## src/rtl/regfile_multiport.sv

```systemverilog
// Multi-port general-purpose register file with combinational reads, one synchronous
// write port, optional write-to-read bypass, hardwired-zero register 0, a per-register
// busy scoreboard, and a post-reset clear sequencer that zeroes one entry per cycle.
module regfile_multiport #(
    parameter int unsigned WIDTH    = 32,
    parameter int unsigned DEPTH    = 32,
    parameter int unsigned NREAD    = 2,
    parameter bit          BYPASS   = 1'b1,
    parameter bit          ZERO_REG = 1'b1
) (
    input  logic                             clk,
    input  logic                             reset,
    output logic                             ready,
    input  logic                             regwrite,
    input  logic [$clog2(DEPTH)-1:0]         writeRegister,
    input  logic [WIDTH-1:0]                 writeData,
    input  logic [NREAD*$clog2(DEPTH)-1:0]   readRegisters,
    output logic [NREAD*WIDTH-1:0]           readData,
    input  logic                             reserve,
    input  logic [$clog2(DEPTH)-1:0]         reserveRegister,
    output logic [NREAD-1:0]                 readBusy
);

    localparam int unsigned AW = $clog2(DEPTH);
    localparam logic [AW-1:0] LastIdx = AW'(DEPTH - 1);

    typedef enum logic [0:0] {StClear, StRun} state_e;

    state_e            state_q, state_d;
    logic [AW-1:0]     clr_idx_q, clr_idx_d;
    logic [DEPTH-1:0]  busy_q, busy_d;
    logic [WIDTH-1:0]  mem_q [DEPTH];

    logic              run;
    logic              wr_ok;
    logic              rsv_ok;
    logic              mem_we;
    logic [AW-1:0]     mem_waddr;
    logic [WIDTH-1:0]  mem_wdata;
    logic [AW-1:0]     rd_addr [NREAD];

    // Operations are only honoured once the clear has finished and reset is low.
    assign run   = (state_q == StRun) && !reset;
    assign ready = run;

    // Writes/reserves aimed at the hardwired-zero register are dropped here, so neither the
    // array nor the scoreboard ever sees them.
    assign wr_ok  = run && regwrite && !(ZERO_REG && (writeRegister == '0));
    assign rsv_ok = run && reserve  && !(ZERO_REG && (reserveRegister == '0));

    // Split the flat read-address bus into one address per port.
    for (genvar g = 0; g < NREAD; g++) begin : g_rd_addr
        assign rd_addr[g] = readRegisters[g*AW +: AW];
    end

    // Clear sequencer: walk the index once through every entry, then enter run.
    always_comb begin
        state_d   = state_q;
        clr_idx_d = clr_idx_q;
        if (state_q == StClear) begin
            clr_idx_d = clr_idx_q + 1'b1;
            if (clr_idx_q == LastIdx) begin
                state_d = StRun;
            end
        end
    end

    // Array write port: the clear sequencer owns it until run, then the writeback port.
    always_comb begin
        mem_we    = 1'b0;
        mem_waddr = writeRegister;
        mem_wdata = writeData;
        if (!reset) begin
            if (state_q == StClear) begin
                mem_we    = 1'b1;
                mem_waddr = clr_idx_q;
                mem_wdata = '0;
            end else begin
                mem_we    = wr_ok;
            end
        end
    end

    // Scoreboard update: a write releases, a reserve sets; reserve is applied last so it wins.
    always_comb begin
        busy_d = busy_q;
        if (wr_ok) begin
            busy_d[writeRegister] = 1'b0;
        end
        if (rsv_ok) begin
            busy_d[reserveRegister] = 1'b1;
        end
    end

    // Control state and scoreboard registers with synchronous reset.
    always_ff @(posedge clk) begin
        if (reset) begin
            state_q   <= StClear;
            clr_idx_q <= '0;
            busy_q    <= '0;
        end else begin
            state_q   <= state_d;
            clr_idx_q <= clr_idx_d;
            busy_q    <= busy_d;
        end
    end

    // Register array storage; contents are undefined until the clear sequence completes.
    always_ff @(posedge clk) begin
        if (mem_we) begin
            mem_q[mem_waddr] <= mem_wdata;
        end
    end

    // Read ports: zero while not running, zero for r0, bypassed write data, else stored entry.
    always_comb begin
        readData = '0;
        readBusy = '0;
        for (int i = 0; i < NREAD; i++) begin
            if (run) begin
                if (ZERO_REG && (rd_addr[i] == '0)) begin
                    readData[i*WIDTH +: WIDTH] = '0;
                    readBusy[i]                = 1'b0;
                end else if (BYPASS && wr_ok && (rd_addr[i] == writeRegister)) begin
                    readData[i*WIDTH +: WIDTH] = writeData;
                    readBusy[i]                = 1'b0;
                end else begin
                    readData[i*WIDTH +: WIDTH] = mem_q[rd_addr[i]];
                    readBusy[i]                = busy_q[rd_addr[i]];
                end
            end
        end
    end

endmodule

```

## config.mk

```make
export PLATFORM = sky130hd
export DESIGN_NAME = regfile_multiport
export DESIGN_NICKNAME = d
export VERILOG_FILES = /design/src/rtl/regfile_multiport.sv
export SDC_FILE = /design/constraint.sdc
export NUM_CORES = 1
export LEC_CHECK = 0
export BUFFER_PORTS_ARGS = -buffer_cell sky130_fd_sc_hd__buf_4
export CORE_MARGIN = 10
export CORE_UTILIZATION = 60
export CTS_CLUSTER_SIZE = 24
export DETAILED_ROUTE_END_ITERATION = 8
export GPL_TIMING_DRIVEN = 0
export PLACE_DENSITY_LB_ADDON = 0.08
export SLEW_MARGIN = 20
export SYNTH_ARGS = -nofsm -noshare
export SYNTH_HDL_FRONTEND = slang
export SYNTH_SLANG_ARGS = --single-unit
export TNS_END_PERCENT = 30
```

## constraint.sdc

```tcl
create_clock -name clk -period 7.4 [get_ports clk]
set_input_delay 0 -clock clk [delete_from_list [all_inputs] [get_ports clk]]
set_output_delay 0 -clock clk [all_outputs]
set_load 0.01 [all_outputs]
```

==> metrics.txt <==
outcome finished clean; Slew Viols, Final 0; worst slack at placement 4150 ps; final worst slack ~3600 ps; EDFF count, synth 1024; Final GP Congestion 0.969; most common cell after layout, fill and taps aside edfxtp_1; max_slew headroom 13.0%; Die H 309 um; Setup Buffers After CTS 0; RSZ-0062 raised after global routing false; highest clock rate 262 MHz; Clock Sinks 1062; Seq cells post-synth ~1100; Rows 105; Worst-path clk slew ~60 ps; Worst-Margin Slew 1310 ps; global-route wire length before repair 238000 um; vias in the first global route between 30000 and 40000; # H-tree levels 3; Pre-antenna DRT Iters 8; Distinct cells, synth 52; top cells by area, synth edfxtp_1 (61%), mux4_2 (23%), mux2i_1 (2.0%); Vias/cell 7.64; Most used DFF post-synth edfxtp_1; Worst Path Required 7400 ps; Crit. End Element primary output; root buffer cell clkbuf_16; Post-DP HPWL 118000 um; Max rail drop VDD between 0.00015 and 0.0002 V; FFs w/ async S/R, synth 0%; die area 0.0954 mm2; initial antenna violation count 5; antenna-violating nets left 0; initial core utilization 60.8%; critical path type reg2out; Port Buf Inserts 106; Worst Path Max Fanout 10; clk_skew between 20 and 25 ps; DR WL/cell 40.3 um; register area share after synthesis 62.9%; top cell type's share of synthesized area 61.4%; I/O pin count 123; final clock period utilization by the worst path between 50 and 60%; post-synth top area cell edfxtp_1; Layout fillers between 4000 and 5000; GRT Resource Usage Total 35.9%; Syn Inst Count roughly 2700; crit start category flip-flop; fin nets roughly 3100; crit path DAT 3820 ps; Mapped Nets around 2700; design area 0.0586 mm2; total length of routed wires 170000 um; die extent in x 309 um; Synthesis Warnings 0; MaxCap Viol Count 0; Min Hold Slack ~160 ps; fin crit period 3820 ps; worst skew pair latency 690 ps; final setup violation count 0; total power 0.0135 W; leakage power between 15 and 20 nW; Max Buffers Root-to-Sink 3; DRC viols 0; GRT overflow 0; Pwr per Cell Area between 200 and 250 mW/mm2; fraction of layout cells with a size suffix above 1 roughly a third; CTS tree yes; Hold Path Class in2reg; area delta synth->final 17.0%; vias post-DR 32300; Std-Cell Core Area roughly 0.082 mm2; Fin. Hold Viols 0; largest net degree at the start of global routing 26; Post-Syn Area around 0.05 mm2; iteration-0 DRC count of the detailed router between 5000 and 6000; most frequent cells in the layout edfxtp_1 (1024), mux4_2 (513), buf_4 (146); Syn Area/Cell 18.6 um2; Num CTS Buffers 110; placed inst area about 0.054 mm2; Post-Route Setup TNS 0 ps
flip-flops by register name (all words and copies together) (netlist names):
signal	cells
mem_q	1024
state_q	1
busy_q	32
clr_idx_q	5
area by class of cell:
| cell class | count | area [um2] | area share (%) |
|---|---|---|---|
| timing repair buffer | 256 | 3240 | 5.53 |
| clock buffer | 138 | 2880 | 4.91 |
| multi-input combinational | 1407 | 17700 | 30.3 |
| clock inverter | 66 | 693 | 1.18 |
| inverter | 2 | 7.51 | 0.0128 |
| tap | 1070 | 1340 | 2.29 |
| antenna | 6 | 15.0 | 0.0256 |
| sequential | 1062 | 31500 | 53.8 |
| buffer | 220 | 1150 | 1.97 |
cell families (layout without fill, tap and decap cells):
| group | count (synthesis) | count (layout) | synth area share [%] |
|---|---|---|---|
| XOR/XNOR | 13 | 13 | 0.227 |
| other | 0 | 6 | 0 |
| adder cells (fa/ha/maj) | 2 | 2 | 0.0500 |
| buffers and inverters | 222 | 682 | 2.29 |
| flip-flops | 1062 | 1062 | 62.9 |
| AND/OR/NAND/NOR | 362 | 362 | 3.78 |
| AO/OA/AOI/OAI | 405 | 405 | 5.39 |
| multiplexers | 625 | 625 | 25.3 |
cell usage after synthesis, types with 3 or more instances:
master     number
o21ai_0        54
nand2b_1       16
edfxtp_1     1024
buf_4          40
nand4_1         3
a22oi_1         5
buf_2          83
mux4_2        513
buf_1          13
a2111oi_0       3
nor2_1         62
nor2b_1       120
a22o_1         30
mux2_2         11
dfxtp_1        38
a211oi_1       61
nand3_1        15
xnor2_1        11
or2_2           3
clkbuf_1       76
buf_6           8
o31ai_1        32
a211o_1        30
or3_1           5
and3_1          6
nand2_1        78
a31oi_1         7
mux2i_1       101
nand3b_1        8
a21oi_1        57
nor3_1         33
nand4b_1        3
o22ai_1       117
final timing paths:
kind              cells after the start  slack [ps]                 start                     end
setup / recovery                      5        3580    state_q$_SDFF_PP0_             readData[1]
hold / removal                        5         160      writeRegister[4]   busy_q[17]$_SDFF_PP0_
setup reg to reg                      7        4070    state_q$_SDFF_PP0_  mem_q[4][17]$_DFFE_PP_
hold reg to reg                       1         500  busy_q[0]$_SDFF_PP0_    busy_q[0]$_SDFF_PP0_
critical path: stages, from the launching register on:
cell	delay, ps
dfxtp_1	360
nand2b_1	260
nor4_2	920
clkbuf_1	930
a22o_1	450
buf_4	190
layer usage:
metal / vias up / GRT usage (%) / share of wire [%]
li1: 12300 / - / -
met1: 16700 / 46.6 / 34
met2: 2767 / 53.8 / 46
met3: 565 / 12.1 / 15
met4: 4 / 18.8 / 5.9
met5: - / 0 / 0.015
stage by stage:
step | utilization, % | cells
floorplan | - | 2691
global placement | 63.4 | 3867
detailed placement | 66.1 | 3960
CTS | 71.1 | 4221
global route | 71.1 | 4221
finish | 71.1 | 4227
power by group:
part | switching [W] | leakage, nW | total (W) | internal (W)
clock | 0.00237 | 1.75 | 0.00557 | 0.00321
sequential | 0.0000239 | 9.68 | 0.00667 | 0.00665
combinational | 0.000737 | 7.74 | 0.00122 | 0.000478
timing repair:
| item | CTS | global route |
|---|---|---|
| hold buffers | 57 | 0 |
| gates resized for setup | 0 | 0 |
| hold endpoints to repair | 740 | 0 |
| setup endpoints to repair | 0 | 0 |
(Power assumes the default switching activity.)
